--- config.mk ---
export PLATFORM = sky130hd
export DESIGN_NAME = inventory_ctrl
export DESIGN_NICKNAME = d
export VERILOG_FILES = /design/src/rtl/inventory_ctrl.sv
export SDC_FILE = /design/constraint.sdc
export NUM_CORES = 1
export LEC_CHECK = 0
export ABC_AREA = 1
export ABC_CLOCK_PERIOD_IN_PS = 1500
export BUFFER_PORTS_ARGS = -buffer_cell sky130_fd_sc_hd__buf_4
export CORE_ASPECT_RATIO = 0.5
export CORE_MARGIN = 8
export CORE_UTILIZATION = 46
export CTS_BUF_LIST = sky130_fd_sc_hd__clkbuf_4 sky130_fd_sc_hd__clkbuf_8
export DETAILED_ROUTE_END_ITERATION = 7
export PLACE_DENSITY = 0.89
export SYNTH_ARGS = -nofsm -noshare
export SYNTH_HDL_FRONTEND = slang
export SYNTH_SLANG_ARGS = --single-unit
--- constraint.sdc ---
create_clock -name clk -period 1.5 [get_ports clk]
set_input_delay 0.3 -clock clk [delete_from_list [all_inputs] [get_ports clk]]
set_output_delay 0.3 -clock clk [all_outputs]
set_load 0.03 [all_outputs]
--- src/rtl/inventory_ctrl.sv ---
// Gen2 tag inventory control unit: tag state machine, slot sequencer driving the RNG slot
// counter, RN16 latch and ACK validation.
module inventory_ctrl (
    input  logic        clk,
    input  logic        rst_n,
    input  logic        i_cmd_valid_dec,
    input  logic [2:0]  i_cmd_type_dec,
    input  logic [3:0]  i_q_field_dec,
    input  logic [2:0]  i_updn_dec,
    input  logic [15:0] i_rn16_dec,
    input  logic [15:0] i_random_rng,
    input  logic        i_slotz_rng,
    output logic [3:0]  o_q_cu,
    output logic        o_newSlot_cu,
    output logic        o_decSlot_cu,
    output logic        o_reply_rn16_cu,
    output logic        o_reply_epc_cu,
    output logic [15:0] o_rn16_cu,
    output logic [1:0]  o_state_cu,
    output logic        o_busy_cu
);

    typedef enum logic [1:0] {
        TagReady     = 2'd0,
        TagArbitrate = 2'd1,
        TagReply     = 2'd2,
        TagAcked     = 2'd3
    } tag_state_e;

    typedef enum logic [1:0] {
        SeqIdle = 2'd0,
        SeqSlot = 2'd1,
        SeqEval = 2'd2
    } seq_state_e;

    localparam logic [2:0] CmdQuery    = 3'd0;
    localparam logic [2:0] CmdQueryRep = 3'd1;
    localparam logic [2:0] CmdQueryAdj = 3'd2;
    localparam logic [2:0] CmdAck      = 3'd3;
    localparam logic [2:0] CmdNak      = 3'd4;

    localparam logic [2:0] UpdnInc  = 3'b110;
    localparam logic [2:0] UpdnDec  = 3'b011;
    localparam logic [2:0] UpdnKeep = 3'b000;

    tag_state_e tag_q, tag_d;
    seq_state_e seq_q, seq_d;
    logic [3:0]  q_q, q_d;
    logic [15:0] rn16_q, rn16_d;
    logic        dec_q, dec_d;          // slot kind of the running sequence: 1 = decrement
    logic        reply_rn16_q, reply_rn16_d;
    logic        reply_epc_q, reply_epc_d;
    logic        updn_ok;

    assign updn_ok = (i_updn_dec == UpdnInc) || (i_updn_dec == UpdnDec) ||
                     (i_updn_dec == UpdnKeep);

    // Next-state: sequencer phases take priority; commands are only decoded while idle.
    always_comb begin
        tag_d        = tag_q;
        seq_d        = seq_q;
        q_d          = q_q;
        rn16_d       = rn16_q;
        dec_d        = dec_q;
        reply_rn16_d = 1'b0;
        reply_epc_d  = 1'b0;
        case (seq_q)
            SeqSlot: seq_d = SeqEval;
            SeqEval: begin
                seq_d = SeqIdle;
                if (i_slotz_rng) begin
                    tag_d        = TagReply;
                    rn16_d       = i_random_rng;
                    reply_rn16_d = 1'b1;
                end else begin
                    tag_d = TagArbitrate;
                end
            end
            default: begin
                if (i_cmd_valid_dec) begin
                    case (i_cmd_type_dec)
                        CmdQuery: begin
                            q_d   = i_q_field_dec;
                            seq_d = SeqSlot;
                            dec_d = 1'b0;
                        end
                        CmdQueryRep: begin
                            case (tag_q)
                                TagArbitrate: begin
                                    seq_d = SeqSlot;
                                    dec_d = 1'b1;
                                end
                                TagReply: tag_d = TagArbitrate;
                                TagAcked: tag_d = TagReady;
                                default:  ;
                            endcase
                        end
                        CmdQueryAdj: begin
                            if (updn_ok) begin
                                if (tag_q == TagArbitrate || tag_q == TagReply) begin
                                    if (i_updn_dec == UpdnInc && q_q != 4'd15) begin
                                        q_d = q_q + 4'd1;
                                    end else if (i_updn_dec == UpdnDec && q_q != 4'd0) begin
                                        q_d = q_q - 4'd1;
                                    end
                                    seq_d = SeqSlot;
                                    dec_d = 1'b0;
                                end else if (tag_q == TagAcked) begin
                                    tag_d = TagReady;
                                end
                            end
                        end
                        CmdAck: begin
                            if (tag_q == TagReply || tag_q == TagAcked) begin
                                if (i_rn16_dec == rn16_q) begin
                                    tag_d       = TagAcked;
                                    reply_epc_d = 1'b1;
                                end else begin
                                    tag_d = TagArbitrate;
                                end
                            end
                        end
                        CmdNak: begin
                            if (tag_q != TagReady) begin
                                tag_d = TagArbitrate;
                            end
                        end
                        default: ;
                    endcase
                end
            end
        endcase
    end

    // State registers; reset aborts any sequence in flight.
    always_ff @(posedge clk or negedge rst_n) begin
        if (!rst_n) begin
            tag_q        <= TagReady;
            seq_q        <= SeqIdle;
            q_q          <= 4'd0;
            rn16_q       <= 16'd0;
            dec_q        <= 1'b0;
            reply_rn16_q <= 1'b0;
            reply_epc_q  <= 1'b0;
        end else begin
            tag_q        <= tag_d;
            seq_q        <= seq_d;
            q_q          <= q_d;
            rn16_q       <= rn16_d;
            dec_q        <= dec_d;
            reply_rn16_q <= reply_rn16_d;
            reply_epc_q  <= reply_epc_d;
        end
    end

    // Outputs: slot strobes decode directly from the SLOT phase, so they cannot overlap.
    always_comb begin
        o_q_cu          = q_q;
        o_newSlot_cu    = (seq_q == SeqSlot) && !dec_q;
        o_decSlot_cu    = (seq_q == SeqSlot) && dec_q;
        o_reply_rn16_cu = reply_rn16_q;
        o_reply_epc_cu  = reply_epc_q;
        o_rn16_cu       = rn16_q;
        o_state_cu      = tag_q;
        o_busy_cu       = (seq_q != SeqIdle);
    end

endmodule

==> After elaboration in Yosys (flattened, before gate mapping) <==
Index checks and enable logic that the tools add are counted.
Widths: inputs -> output; s select.
{ "totals": {"reg_bits": 27, "latchBits": 0, "ram_bits": 0, "romBits": 0, "wordCells": 96, "mem_count": 0} }
{ "op_classes": {"addsub": 2, "multipliers": 0, "div_mod_pow": 0, "n_lt_le_gt_ge": 0, "eq_ne": 26, "shifts": 0, "muxes": 33, "bitwise": 2, "reduce_logical": 26} }
{ "ops": {"columns": ["operator", "count"], "rows": [
  ["$mux 2", 12],
  ["$ne 4x4->1 const B", 5],
  ["$eq 16x16->1", 1],
  ["$mux 4", 4],
  ["$ne 3x3->1 const B", 5],
  ["$pmux 2 s2", 3],
  ["$reduce_and 6->1", 2],
  ["$mux 1", 10],
  ["$reduce_bool 5->1", 2],
  ["$eq 3x2->1 const B", 3],
  ["$reduce_and 9->1", 1],
  ["$pmux 2 s4", 1],
  ["$pmux 4 s2", 1],
  ["$reduce_bool 2->1", 4],
  ["$eq 2x2->1 const B", 3],
  ["$eq 3x3->1 const B", 2],
  ["$logic_not 3->1", 2],
  ["$ne 2x2->1 const B", 3],
  ["$pmux 2 s3", 1],
  ["$reduce_bool 3->1", 2],
  ["$reduce_and 5->1", 1],
  ["$add 4x1->4 const B", 1],
  ["$eq 2x1->1 const B", 2],
  ["$logic_and 1x1->1", 4],
  ["other kinds (10)", 14]
]} }

==> Depth between registers and ports, before layout <==
{ "depth": {"depth_word": 7, "ltp_mapped": 11} }

==> Worst setup path before layout <==
Ideal clock, no wire load.
{ "synth_timing": {"kind": "reg2reg", "startpoint": "register q_q[0], in the netlist o_q_cu[0]", "endpoint": "register q_q[3], in the netlist o_q_cu[3]", "setup_ns": 0.117, "arrival_time_ns": 1.632, "slack_ns": -0.249, "stages_incl_launch_ff": 10, "path_buffers": 0, "path_cell_list": "dfrtp_1 -> nand4_1 -> nand2_1 -> ha_1 -> a21oi_1 -> nand2_1 -> nand3_1 -> nand3b_1 -> nand2_1 -> nand2_1"} }
{ "synth_via": {"elab_chain_cells": 6, "elab_cells_between_ends": 13} }
{ "synth_lines": {"columns": ["element", "line", "text"], "rows": [
  ["start: declaration", "48", "logic [3:0] q_q, q_d;"],
  ["start signal: assignment", "148", "q_q <= q_d;"],
  ["$sub 4x1->4 or $ne 4x4->1 (tied branches)", "104, 101", null],
  ["$mux 4 or $logic_and 1x1->1 (tied branches)", "103, 101", null],
  ["$mux 4", "101", "if (i_updn_dec == UpdnInc && q_q != 4'd15) begin"],
  ["$mux 4", "100", "if (tag_q == TagArbitrate || tag_q == TagReply) begin"],
  ["$mux 4", "99", "if (updn_ok) begin"],
  ["$pmux 4 s2", "81", "case (i_cmd_type_dec)"]
]} }
Parallel ways exist; a longest one is shown, timed or not. The select of a mux whose other input is x is not followed.
A chain may end at the register's enable or synchronous reset.

==> Final worst setup path <==
{ "layout_timing": {"startpoint": "register seq_q[1]", "endpoint": "output port o_newSlot_cu"} }
{ "layout_via": {"elab_chain_cells": 2} }
{ "layout_lines": {"columns": ["element", "line", "text"], "rows": [
  ["start: declaration", "47", "seq_state_e seq_q, seq_d;"],
  ["start signal: assignment", "139", "seq_q <= SeqIdle;"],
  ["start signal: assignment", "147", "seq_q <= seq_d;"],
  ["$eq 2x1->1", "159", "o_newSlot_cu = (seq_q == SeqSlot) && !dec_q;"],
  ["$logic_and 1x1->1", "159", null],
  ["end: declaration", "14", "output logic o_newSlot_cu,"]
]} }
No other way between the ends.

==> results.sh <==
export IMPL_cts_sinks=27
export IMPL_path_delay_family="flip-flops"
export IMPL_violations="setup timing"
export IMPL_tritoncts="done"
export IMPL_grt_max_degree=28
export IMPL_drive_gt1_share_pct=39.4
export IMPL_end_kind="output port"
export IMPL_finalClockSkew_ns=0.00971
export IMPL_final_antenna_net_count=0
export IMPL_chipHeight_microns=61.8
export IMPL_synth_compound_area_share_pct=6.81
export IMPL_muxShareOfSynthArea_pct=0
export IMPL_antenna_found_initial=0
export IMPL_powerDensity_nw_per_um2=1850
export IMPL_overflow=0
export IMPL_path_cells="inv_2 > ha_4 > inv_4 > nor2_1 > buf_4"
export IMPL_path_clk_slew_ns=0.10
export IMPL_critPathKind="reg2out"
export IMPL_dieArea_sq_um=6650
export IMPL_num_rows=16
export IMPL_grt_pass1_wl_microns=8800
export IMPL_syn_area_sq_um=1930
export IMPL_synth_fp_nets=337
export IMPL_post_drt_wl_per_cell_microns=13.0
export IMPL_die_x_microns=108
export IMPL_first_iter_violations=54
export IMPL_final_cell_mix="98 x nand2_1, 84 x buf_4, 32 x inv_1, 23 x nor2_1, 20 x dfrtp_1"
export IMPL_finalSetupTns_ns=-0.0936
export IMPL_tightest_slew_ns=0.353
export IMPL_place_inst=415
export IMPL_synth_ff_type="dfrtp_1"
export IMPL_drv_cap=0
export IMPL_crit_required_ns=1.20
export IMPL_synth_edf_count=0
export IMPL_place_gp_congestion=0.837
export IMPL_placed_cell_area_sq_um=2630
export IMPL_design_power_total_mw=5.28
export IMPL_max_stage_delay_ns=0.41
export IMPL_antennaDiodeCount=0
export IMPL_post_route_min_period_ns=1.55
export IMPL_synth_fa_ha_area_share_pct=6.87
export IMPL_worstHoldPathType="in2reg"
export IMPL_remaining_drc_errors=0
export IMPL_grt_use_total_pct=16.3
export IMPL_worstSetupStartpointType="flop"
export IMPL_grt_pass1_vias=1991
export IMPL_drt_met1_wl_microns=2310
export IMPL_ys_ff_latch=27
export IMPL_slew_headroom_pct=76.5
export IMPL_wl_met2_microns=2910
export IMPL_yosysWarnings=0
export IMPL_whs_path_depth=3
export IMPL_clk_insertion_delay_late_ns=0.29
export IMPL_max_freq_ghz=0.647
export IMPL_port_buffers=72
export IMPL_syn_avg_cell_area_sq_um=6.87
export IMPL_rsz0062_at_grt="yes"
export IMPL_slowest_stage="dfrtp_1"
export IMPL_dp_hpwl_microns=4400
export IMPL_arrival_ns=1.25
export IMPL_layout_commonest_cell="nand2_1"
export IMPL_nNetsFinal=428
export IMPL_synth_xor_area_share_pct=2.27
export IMPL_setup_viol=3
export IMPL_synthSimpleGateAreaFrac_pct=39.2
export IMPL_critPathMaxFanout=5
export IMPL_dr_max_layer_used="met4"
export IMPL_coreArea_sq_um=3960
export IMPL_firstDrtPassIters=4
export IMPL_reg2reg_depth=9
export IMPL_finalHoldViolCount=0
export IMPL_wl_microns=5540
export IMPL_final_area_sq_um=2850
export IMPL_status="complete, but fails checks"
export IMPL_area_growth_pct=47.7
export IMPL_vias=2054
export IMPL_io_pins=73
export IMPL_async_flop_share_pct=100
export IMPL_cts_root_buffer="clkbuf_8"
export IMPL_pre_cts_ws_ns=-0.169
export IMPL_synth_cell_types=35
export IMPL_cts_buffers=3
export IMPL_dr_wl_met3_microns=183
export IMPL_setup_ws_ns=-0.0457
export IMPL_synthCells=281
export IMPL_drv_slew=0
export IMPL_timing_final_crit_share_pct=103
export IMPL_ys_seq_area_share_pct=35.0
export IMPL_leakage_nw=1.53
export IMPL_h_tree_depth=1
export IMPL_initial_core_util_pct=48.7
export IMPL_crit_cells=5
export IMPL_viasPerCell=4.83
export IMPL_clock_path_buffers=2
export IMPL_final_cells=425
export IMPL_ir_drop_mv=0.797
export IMPL_synth_top_family_by_area="simple AND/OR/NAND/NOR gates"
export IMPL_path_buf_inv=3
final timing paths:
path	endpoint	start	slack (ns)
max	o_newSlot_cu	seq_q[1]	-0.05
min	o_rn16_cu[0]	i_random_rng[0]	0.20
max reg2reg	o_q_cu[3]	o_q_cu[0]	-0.04
min reg2reg	o_rn16_cu[0]	o_rn16_cu[0]	0.54
max in group asynchronous	o_q_cu[2]	rst_n	0.75
min in group asynchronous	o_reply_rn16_cu	rst_n	0.46
power breakdown:
group	internal (mW)	total, mW	switching, mW	leakage (nW)
clock	0.189	0.441	0.252	0.0217
combinational	1.42	3.48	2.06	1.18
sequential	1.07	1.36	0.286	0.328
total	2.68	5.28	2.59	1.53
synth_stat cells, types with 2 or more instances:
master	instances	area, sq um
nand2_1	101	379
inv_1	43	161
dfrtp_1	27	676
nor2_1	25	93.8
nand3_1	16	80.1
o21ai_0	13	65.1
ha_1	9	113
a21oi_1	5	25.0
nand4_1	5	31.3
xnor2_1	4	35.0
or2_2	3	18.8
buf_2	2	10.0
nand2_2	2	12.5
nand2_4	2	22.5
nor2_2	2	12.5
nor3_1	2	10.0
o21ai_1	2	10.0
metal layers:
metal	up-vias	global-route usage [%]
li1	1046	-
met1	950	18.5
met2	42	30.8
met3	16	2.98
met4	0	6.25
met5	-	0
worst min-delay path, stage by stage:
cell and delay [ns]:
buf_4 0.07, nand2_1 0.04, nand2_1 0.04
repair_timing:
action | 4_1_cts | 5_1_grt
pin swaps | 3 | 12
resized for setup | 9 | 26
buffers inserted | 2 | 3
setup endpoints to repair | 3 | 17
hold buffers | 1 | 0
hold endpoints to repair | 27 | 0
final cells by class:
cell class / instances / area, sq um
fillers: 313 / 1110
multi-input cells: 206 / 1190
repair buffers: 88 / 674
flip-flops and latches: 27 / 684
clock inverters: 1 / 7.51
clock buffers: 3 / 41.3
well taps: 54 / 67.6
inverters: 46 / 185
kinds of logic (layout without fill, tap and decap cells):
| logic type | count (synthesis) | in the layout |
|---|---|---|
| AND/OR/NAND/NOR | 167 | 167 |
| buffers and inverters | 48 | 138 |
| flip-flops | 27 | 27 |
| AO/OA/AOI/OAI | 24 | 24 |
| adder cells (fa/ha/maj) | 10 | 10 |
| XOR/XNOR | 5 | 5 |
state kept, by name, summed over array words and instances (netlist names):
register,count
dec_q,1
o_q_cu,4
o_reply_epc_cu,1
o_reply_rn16_cu,1
o_rn16_cu,16
o_state_cu,2
seq_q,2
metrics by stage:
| step | hold slack, ns | utilization (%) |
|---|---|---|
| 2_1_floorplan | 0.00441 | - |
| 3_3_place_gp | 0.231 | 66.4 |
| 3_5_place_dp | 0.238 | 66.4 |
| 4_1_cts | 0.196 | 68.9 |
| 5_1_grt | 0.196 | 71.9 |
| 6_report | 0.197 | 71.9 |
Note: power is estimated with default switching activity, not from simulation.
